**src/rtl/ide_cycle_ctrl_pkg.sv**
```systemverilog
// Shared definitions for the IDE / boot-ROM bus-cycle engine:
// FSM state encoding and the address bits the decoder looks at.
package ide_cycle_ctrl_pkg;

    typedef enum logic [2:0] {
        ST_IDLE   = 3'd0,
        ST_SETUP  = 3'd1,
        ST_STROBE = 3'd2,
        ST_HOLD   = 3'd3,
        ST_ACK    = 3'd4,
        ST_ROM    = 3'd5
    } cycle_state_t;

    // Bit positions within ADDR[16:1]
    localparam int SEL_BIT = 16;
    localparam int CS_BIT  = 12;
    localparam int DA_MSB  = 11;
    localparam int DA_LSB  = 9;

    function automatic int max_int(input int a, input int b);
        return (a > b) ? a : b;
    endfunction

endpackage

```
**src/rtl/ide_cycle_ctrl_if.sv**
```systemverilog
// CPU-side request/acknowledge signals plus the ATA and boot-ROM strobes
// handled by the cycle engine.
interface ide_cycle_ctrl_if;

    logic [16:1] ADDR;
    logic        AS_n;
    logic        UDS_n;
    logic        LDS_n;
    logic        RW;
    logic        ide_access;
    logic        IDE_IORDY;
    logic        IDE_CS0_n;
    logic        IDE_CS1_n;
    logic [2:0]  IDE_DA;
    logic        IDE_IOR_n;
    logic        IDE_IOW_n;
    logic        ROM_OE_n;
    logic        ROM_WE_n;
    logic        dtack;
    logic        timeout;

    modport slave (
        input  ADDR, AS_n, UDS_n, LDS_n, RW, ide_access, IDE_IORDY,
        output IDE_CS0_n, IDE_CS1_n, IDE_DA, IDE_IOR_n, IDE_IOW_n,
               ROM_OE_n, ROM_WE_n, dtack, timeout
    );

    modport master (
        output ADDR, AS_n, UDS_n, LDS_n, RW, ide_access, IDE_IORDY,
        input  IDE_CS0_n, IDE_CS1_n, IDE_DA, IDE_IOR_n, IDE_IOW_n,
               ROM_OE_n, ROM_WE_n, dtack, timeout
    );

endinterface

```
**src/rtl/ide_cycle_ctrl.sv**
```systemverilog
// Turns 68000 bus cycles in the board window into ATA PIO or boot-ROM strobes,
// sequencing setup/strobe/hold in CLKs and stretching the strobe on IORDY.
module ide_cycle_ctrl
    import ide_cycle_ctrl_pkg::*;
#(
    parameter int SETUP_CLKS    = 1,
    parameter int STROBE_CLKS   = 2,
    parameter int HOLD_CLKS     = 1,
    parameter int ROM_CLKS      = 2,
    parameter int IORDY_TIMEOUT = 16
)
(
    input logic            CLK,
    input logic            RESET,
    ide_cycle_ctrl_if.slave bus
);

    localparam int MAX_CLKS = max_int(max_int(max_int(SETUP_CLKS, STROBE_CLKS),
                                              max_int(HOLD_CLKS, ROM_CLKS)),
                                      IORDY_TIMEOUT);
    localparam int CNT_W = $clog2(MAX_CLKS + 1);

    typedef logic [CNT_W-1:0] cnt_t;

    localparam cnt_t SETUP_LOAD   = cnt_t'(SETUP_CLKS - 1);
    localparam cnt_t STROBE_LOAD  = cnt_t'(STROBE_CLKS - 1);
    localparam cnt_t HOLD_LOAD    = cnt_t'(HOLD_CLKS - 1);
    localparam cnt_t ROM_LOAD     = cnt_t'(ROM_CLKS - 1);
    localparam cnt_t TIMEOUT_LOAD = cnt_t'((IORDY_TIMEOUT > 0) ? IORDY_TIMEOUT - 1 : 0);

    cycle_state_t state_q, state_d;
    cnt_t         cnt_q, cnt_d;
    logic         stretch_q, stretch_d;
    logic         abort_q, abort_d;
    logic         cs1_q, cs1_d;
    logic [2:0]   da_q, da_d;
    logic         rw_q, rw_d;

    logic         cs0_n_q, cs0_n_d;
    logic         cs1_n_q, cs1_n_d;
    logic [2:0]   da_out_q, da_out_d;
    logic         ior_n_q, ior_n_d;
    logic         iow_n_q, iow_n_d;
    logic         oe_n_q, oe_n_d;
    logic         we_n_q, we_n_d;
    logic         dtack_q, dtack_d;
    logic         timeout_q, timeout_d;

    logic         start;
    logic         cs_active;
    logic         unused_addr_bits;

    assign unused_addr_bits = ^{bus.ADDR[15:13], bus.ADDR[8:1]};

    assign start = bus.ide_access & ~bus.AS_n & (~bus.UDS_n | ~bus.LDS_n);

    // Outputs are decoded from the next state so every strobe comes straight off a flop.
    always_comb begin
        state_d   = state_q;
        cnt_d     = (cnt_q == '0) ? '0 : cnt_q - 1'b1;
        stretch_d = stretch_q;
        abort_d   = abort_q;
        cs1_d     = cs1_q;
        da_d      = da_q;
        rw_d      = rw_q;
        timeout_d = 1'b0;

        case (state_q)
            ST_IDLE: begin
                stretch_d = 1'b0;
                abort_d   = 1'b0;
                if (start) begin
                    cs1_d = bus.ADDR[CS_BIT];
                    da_d  = bus.ADDR[DA_MSB:DA_LSB];
                    rw_d  = bus.RW;
                    if (bus.ADDR[SEL_BIT]) begin
                        state_d = ST_SETUP;
                        cnt_d   = SETUP_LOAD;
                    end else begin
                        state_d = ST_ROM;
                        cnt_d   = ROM_LOAD;
                    end
                end
            end

            ST_SETUP: begin
                if (bus.AS_n) begin
                    state_d = ST_HOLD;
                    cnt_d   = HOLD_LOAD;
                    abort_d = 1'b1;
                end else if (cnt_q == '0) begin
                    state_d   = ST_STROBE;
                    cnt_d     = STROBE_LOAD;
                    stretch_d = 1'b0;
                end
            end

            // The counter first times the minimum strobe, then is reloaded for the IORDY stretch.
            ST_STROBE: begin
                if (bus.AS_n) begin
                    state_d = ST_HOLD;
                    cnt_d   = HOLD_LOAD;
                    abort_d = 1'b1;
                end else if (stretch_q) begin
                    if (bus.IDE_IORDY) begin
                        state_d = ST_HOLD;
                        cnt_d   = HOLD_LOAD;
                    end else if (cnt_q == '0) begin
                        state_d   = ST_HOLD;
                        cnt_d     = HOLD_LOAD;
                        timeout_d = 1'b1;
                    end
                end else if (cnt_q == '0) begin
                    if (bus.IDE_IORDY) begin
                        state_d = ST_HOLD;
                        cnt_d   = HOLD_LOAD;
                    end else if (IORDY_TIMEOUT == 0) begin
                        state_d   = ST_HOLD;
                        cnt_d     = HOLD_LOAD;
                        timeout_d = 1'b1;
                    end else begin
                        stretch_d = 1'b1;
                        cnt_d     = TIMEOUT_LOAD;
                    end
                end
            end

            ST_HOLD: begin
                if (cnt_q == '0) begin
                    state_d = abort_q ? ST_IDLE : ST_ACK;
                    cnt_d   = '0;
                end
            end

            ST_ACK: begin
                if (bus.AS_n) begin
                    state_d = ST_IDLE;
                end
            end

            ST_ROM: begin
                if (bus.AS_n) begin
                    state_d = ST_IDLE;
                    cnt_d   = '0;
                end else if (cnt_q == '0) begin
                    state_d = ST_ACK;
                end
            end

            default: begin
                state_d = ST_IDLE;
                cnt_d   = '0;
            end
        endcase

        cs_active = (state_d == ST_SETUP) || (state_d == ST_STROBE) || (state_d == ST_HOLD);
        cs0_n_d   = ~(cs_active & ~cs1_d);
        cs1_n_d   = ~(cs_active & cs1_d);
        da_out_d  = cs_active ? da_d : 3'd0;
        ior_n_d   = ~((state_d == ST_STROBE) & rw_d);
        iow_n_d   = ~((state_d == ST_STROBE) & ~rw_d);
        oe_n_d    = ~((state_d == ST_ROM) & rw_d);
        we_n_d    = ~((state_d == ST_ROM) & ~rw_d);
        dtack_d   = (state_d == ST_ACK);
    end

    always_ff @(posedge CLK) begin
        if (RESET) begin
            state_q   <= ST_IDLE;
            cnt_q     <= '0;
            stretch_q <= 1'b0;
            abort_q   <= 1'b0;
            cs1_q     <= 1'b0;
            da_q      <= 3'd0;
            rw_q      <= 1'b1;
            cs0_n_q   <= 1'b1;
            cs1_n_q   <= 1'b1;
            da_out_q  <= 3'd0;
            ior_n_q   <= 1'b1;
            iow_n_q   <= 1'b1;
            oe_n_q    <= 1'b1;
            we_n_q    <= 1'b1;
            dtack_q   <= 1'b0;
            timeout_q <= 1'b0;
        end else begin
            state_q   <= state_d;
            cnt_q     <= cnt_d;
            stretch_q <= stretch_d;
            abort_q   <= abort_d;
            cs1_q     <= cs1_d;
            da_q      <= da_d;
            rw_q      <= rw_d;
            cs0_n_q   <= cs0_n_d;
            cs1_n_q   <= cs1_n_d;
            da_out_q  <= da_out_d;
            ior_n_q   <= ior_n_d;
            iow_n_q   <= iow_n_d;
            oe_n_q    <= oe_n_d;
            we_n_q    <= we_n_d;
            dtack_q   <= dtack_d;
            timeout_q <= timeout_d;
        end
    end

    assign bus.IDE_CS0_n = cs0_n_q;
    assign bus.IDE_CS1_n = cs1_n_q;
    assign bus.IDE_DA    = da_out_q;
    assign bus.IDE_IOR_n = ior_n_q;
    assign bus.IDE_IOW_n = iow_n_q;
    assign bus.ROM_OE_n  = oe_n_q;
    assign bus.ROM_WE_n  = we_n_q;
    assign bus.dtack     = dtack_q;
    assign bus.timeout   = timeout_q;

endmodule

```
**src/flat_wrapper.sv**
```systemverilog
// flat-port wrapper written by rule: the top's interface ports become plain ports
module ide_cycle_ctrl_flat import ide_cycle_ctrl_pkg::*;
#(
    parameter int SETUP_CLKS    = 1,
    parameter int STROBE_CLKS   = 2,
    parameter int HOLD_CLKS     = 1,
    parameter int ROM_CLKS      = 2,
    parameter int IORDY_TIMEOUT = 16
)
  (CLK, RESET, bus_ADDR, bus_AS_n, bus_UDS_n, bus_LDS_n, bus_RW, bus_ide_access, bus_IDE_IORDY, bus_IDE_CS0_n, bus_IDE_CS1_n, bus_IDE_DA, bus_IDE_IOR_n, bus_IDE_IOW_n, bus_ROM_OE_n, bus_ROM_WE_n, bus_dtack, bus_timeout);
  ide_cycle_ctrl_if bus_i ();
  input logic CLK;
  input logic RESET;
  input wire logic [$bits(bus_i.ADDR)-1:0] bus_ADDR;
  input wire logic [$bits(bus_i.AS_n)-1:0] bus_AS_n;
  input wire logic [$bits(bus_i.UDS_n)-1:0] bus_UDS_n;
  input wire logic [$bits(bus_i.LDS_n)-1:0] bus_LDS_n;
  input wire logic [$bits(bus_i.RW)-1:0] bus_RW;
  input wire logic [$bits(bus_i.ide_access)-1:0] bus_ide_access;
  input wire logic [$bits(bus_i.IDE_IORDY)-1:0] bus_IDE_IORDY;
  output wire logic [$bits(bus_i.IDE_CS0_n)-1:0] bus_IDE_CS0_n;
  output wire logic [$bits(bus_i.IDE_CS1_n)-1:0] bus_IDE_CS1_n;
  output wire logic [$bits(bus_i.IDE_DA)-1:0] bus_IDE_DA;
  output wire logic [$bits(bus_i.IDE_IOR_n)-1:0] bus_IDE_IOR_n;
  output wire logic [$bits(bus_i.IDE_IOW_n)-1:0] bus_IDE_IOW_n;
  output wire logic [$bits(bus_i.ROM_OE_n)-1:0] bus_ROM_OE_n;
  output wire logic [$bits(bus_i.ROM_WE_n)-1:0] bus_ROM_WE_n;
  output wire logic [$bits(bus_i.dtack)-1:0] bus_dtack;
  output wire logic [$bits(bus_i.timeout)-1:0] bus_timeout;
  assign bus_i.ADDR = bus_ADDR;
  assign bus_i.AS_n = bus_AS_n;
  assign bus_i.UDS_n = bus_UDS_n;
  assign bus_i.LDS_n = bus_LDS_n;
  assign bus_i.RW = bus_RW;
  assign bus_i.ide_access = bus_ide_access;
  assign bus_i.IDE_IORDY = bus_IDE_IORDY;
  assign bus_IDE_CS0_n = bus_i.IDE_CS0_n;
  assign bus_IDE_CS1_n = bus_i.IDE_CS1_n;
  assign bus_IDE_DA = bus_i.IDE_DA;
  assign bus_IDE_IOR_n = bus_i.IDE_IOR_n;
  assign bus_IDE_IOW_n = bus_i.IDE_IOW_n;
  assign bus_ROM_OE_n = bus_i.ROM_OE_n;
  assign bus_ROM_WE_n = bus_i.ROM_WE_n;
  assign bus_dtack = bus_i.dtack;
  assign bus_timeout = bus_i.timeout;
  ide_cycle_ctrl #(.SETUP_CLKS(SETUP_CLKS), .STROBE_CLKS(STROBE_CLKS), .HOLD_CLKS(HOLD_CLKS), .ROM_CLKS(ROM_CLKS), .IORDY_TIMEOUT(IORDY_TIMEOUT)) u_core (.CLK(CLK), .RESET(RESET), .bus(bus_i));
endmodule
```
**config.mk**
```make
export PLATFORM = sky130hd
export DESIGN_NAME = ide_cycle_ctrl_flat
export DESIGN_NICKNAME = d
export VERILOG_FILES = /design/src/rtl/ide_cycle_ctrl_pkg.sv /design/src/rtl/ide_cycle_ctrl_if.sv /design/src/rtl/ide_cycle_ctrl.sv /design/src/flat_wrapper.sv
export SDC_FILE = /design/constraint.sdc
export NUM_CORES = 1
export LEC_CHECK = 0
export ABC_AREA = 1
export CORE_MARGIN = 1
export CORE_UTILIZATION = 50
export DETAILED_ROUTE_END_ITERATION = 12
export DONT_BUFFER_PORTS = 1
export HOLD_SLACK_MARGIN = 0.1
export PLACE_DENSITY_LB_ADDON = 0.12
export SLEW_MARGIN = 20
export SYNTH_ARGS = -nofsm -noshare
export SYNTH_HDL_FRONTEND = slang
export SYNTH_SLANG_ARGS = --single-unit
```
**constraint.sdc**
```tcl
create_clock -name CLK -period 1.7 [get_ports CLK]
set_input_delay 0.34 -clock CLK [delete_from_list [all_inputs] [get_ports CLK]]
set_output_delay 0.34 -clock CLK [all_outputs]
set_load 0.01 [all_outputs]
```
==> results.toml <==
[setup_path]
r2r_cells = 7
critPathRequiredTime_ps = 1930
path_class = "flop to flop"
r2r-end = "u_core.bus.IDE_DA[1]"
worst-r2r-setup-slack_ps = 170
critPathArrivalTime_ps = 1760
start_kind = "flop"
cp-end-kind = "flop"
critPathMaxFanout = 8
rr_startpoint = "u_core.state_q[1]"

[route]
ant_nets = 0
drt-initial-drc-count = 17
drt_wl_total_um = 2563
drc = 0
firstDrtPassIters = 4
via_per_inst = 5.081
routedWlPerCell_um = 12.15
vias = 1072

[floorplanning]
fp.coreArea_um2 = 2522
rows = 18
fp.dieW_um = 54.25
fp.dieH_um = 54.25
start_util_pct = 54.12
dieArea_um2 = 2943
io_pins = 35

[synth]
ys_types = 33
ys_ff_latch = 26
seq_area_frac_synth_pct = 38.13
postSynthAreaPerCell_um2 = 7.756
syn-cell-area_um2 = 1365
synth_warnings = 0
syn_nets = 201
syn_inst = 176

[layout]
syn_to_final_growth_pct = 7.241
n_fill_cell = 239
fin_nets = 207
n_antenna_cell = 0
drive_above_1_share_pct = 23.20

[timing]
post-route-min-period_ps = 1531
setup_tns_ps = 0
maxSlewHeadroom_pct = 65.62
finClkSkew_ps = 21.53
fmax_ghz = 0.6530
final-hold-violation-count = 0
setup_viol = 0
drv_slew = 0
rsz0062_at_grt = "no"
fin_ws_ps = 168.6
worst_slew_pin_slew_ps = 515.0
min_period_over_period_pct = 90.08

[placement]
port_buffers = 0
routabilityCongestion = 0.8207
post-place-ws_ps = 129.1
place.detailed.hpwl_um = 1944

[worst_hold_path]
whs_endpoint = "u_core.bus.IDE_CS0_n"
holdPathStages = 2
worstHoldPathType = "primary input to flop"
hold_start = "RESET"

[clock_tree]
htreeDepth = 1
cts.sinks = 26
cts_max_path_buffers = 2
cts_tree = "yes"
clk_latency_ps = 340
clkTransAtPathRegs_ps = 150
cts_buffers = 3
cts_setup_buffers = 0
cts_root_buf = "clkbuf_4"

[power_and_ir_drop]
total_power_w = 0.002439
pwr-share-comb_pct = 48.7
leakagePower_nw = 0.6613
p_switching_w = 0.001038
ir_drop_mv = 1.059
intPower_w = 0.001401
power.density_nw_per_um2 = 1666
power_frac_clock_pct = 17.7
switching_share_pct = 42.57
seq_power_share_pct = 33.6

[global_routing]
grt_pass1_wl_um = 4015
grt_overflow = 0
grt_max_degree = 16
track_usage_pct = 19.59
antenna_found_initial = 0
grt_pass1_vias = 878

[flow_run]
maxCapViolCount = 0

[status]
status = "complete, no violations"
## flip-flops by register name (all words and copies together) (netlist names)
name / cells
u_core.rw_q: 1
u_core.stretch_q: 1
u_core.cnt_q: 5
u_core.bus.IDE_CS0_n: 1
u_core.da_q: 3
u_core.bus.IDE_IOW_n: 1
u_core.bus.dtack: 1
u_core.cs1_q: 1
u_core.bus.timeout: 1
u_core.bus.IDE_IOR_n: 1
u_core.bus.IDE_DA: 3
u_core.bus.IDE_CS1_n: 1
u_core.bus.ROM_WE_n: 1
u_core.bus.ROM_OE_n: 1
u_core.state_q: 3
u_core.abort_q: 1
## cells by family after synthesis
group                    share of synthesized area (%)
multiplexers                                     2.200
flip-flops                                       38.13
adder cells (fa/ha/maj)                         0.9164
AO/OA/AOI/OAI                                    4.491
AND/OR/NAND/NOR                                  43.35
XOR/XNOR                                         1.283
buffers and inverters                            9.624
## metrics by stage
stage	hold slack, ps	instances	util (%)	instance area [µm²]
floorplan	417.2	176	-	1365
global placement	412.5	205	54.76	1381
detailed placement	414.3	205	54.76	1381
CTS	119.8	211	57.64	1454
global route	101.7	211	58.04	1464
finish	118.3	211	58.04	1464
## cells in the mapped netlist, drive strengths merged
| cell | number | area, µm² |
|---|---|---|
| clkbuf | 2 | 17.51 |
| o21ai | 5 | 36.28 |
| nor3 | 3 | 20.02 |
| mux2i | 3 | 30.03 |
| nand3b | 1 | 7.510 |
| nand4 | 2 | 12.51 |
| a21oi | 5 | 25.02 |
| nand3 | 20 | 170.2 |
| clkinv | 2 | 8.750 |
| inv | 17 | 71.33 |
| dfxtp | 26 | 520.5 |
| xor2 | 1 | 8.760 |
| or2 | 2 | 12.51 |
| nor2 | 39 | 187.7 |
| xnor2 | 1 | 8.760 |
| buf | 3 | 33.78 |
| nand2 | 43 | 181.4 |
| ha | 1 | 12.51 |
## area by class of cell
class / instances / area, µm² / share of cell area [%]
clock buffer: 3 / 22.52 / 1.538
tap: 30 / 37.54 / 2.564
sequential: 26 / 520.5 / 35.56
inverter: 19 / 80.08 / 5.470
timing repair buffer: 6 / 50.05 / 3.419
multi-input combinational: 126 / 723.2 / 49.40
clock inverter: 1 / 30.03 / 2.051
## worst max-delay path, cell delays in order, from the launching register on
cell     delay (ps)
dfxtp_1         670
inv_2           100
nand3_1         130
nand2_1          70
nand3_1         120
nand3_4         120
o21ai_2         180
nor2_1           50
## cell usage in the layout, fill, tap and decap left out, drive strengths merged, types with 2 or more instances in the layout
| cell type | synthesis | layout |
|---|---|---|
| a21oi | 5 | 5 |
| buf | 3 | 4 |
| clkbuf | 2 | 3 |
| clkinv | 2 | 2 |
| dfxtp | 26 | 26 |
| dlygate4sd3 | 0 | 2 |
| inv | 17 | 17 |
| mux2i | 3 | 3 |
| nand2 | 43 | 43 |
| nand3 | 20 | 20 |
| nand4 | 2 | 2 |
| nor2 | 39 | 39 |
| nor3 | 3 | 3 |
| o21ai | 5 | 5 |
| or2 | 2 | 2 |
## worst max path at each step
stage / start / to / slack [ps] / depth (start not counted)
6_report: u_core.state_q[1] / u_core.bus.IDE_DA[1] / 170 / 7
5_1_grt: u_core.state_q[1] / u_core.bus.IDE_IOW_n / 20 / 7
4_1_cts: u_core.cnt_q[0] / u_core.bus.IDE_IOW_n / 110 / 9
3_5_place_dp: u_core.cnt_q[0] / u_core.bus.IDE_IOW_n / 130 / 9
3_3_place_gp: u_core.cnt_q[0] / u_core.bus.IDE_IOW_n / 180 / 9
2_1_floorplan: u_core.cnt_q[0] / u_core.bus.IDE_IOW_n / 320 / 9
## power groups by stage
stage | clock network, W | logic, W | registers [W]
CTS | 0.000436 | 0.00116 | 0.000820
global placement | 0 | 0.00113 | 0.000832
global route | 0.000460 | 0.00135 | 0.000839
floorplan | 0 | 0.00105 | 0.000791
finish | 0.000431 | 0.00119 | 0.000821
detailed placement | 0 | 0.00115 | 0.000835
## timing repair
item                       4_1_cts  5_1_grt
resized for setup                0        2
hold buffers                     2        0
hold endpoints to repair         8        0
setup endpoints to repair        0        3
## routing by layer
| layer | track usage (%) | share of wire (%) | vias up |
|---|---|---|---|
| met5 | 0 | 0 | - |
| li1 | - | - | 564 |
| met3 | 5.833 | 3.8 | 4 |
| met2 | 29.47 | 47 | 15 |
| met4 | 5.128 | 1.1 | 0 |
| met1 | 27.07 | 48 | 489 |
Note: power is estimated with default switching activity, not from simulation.
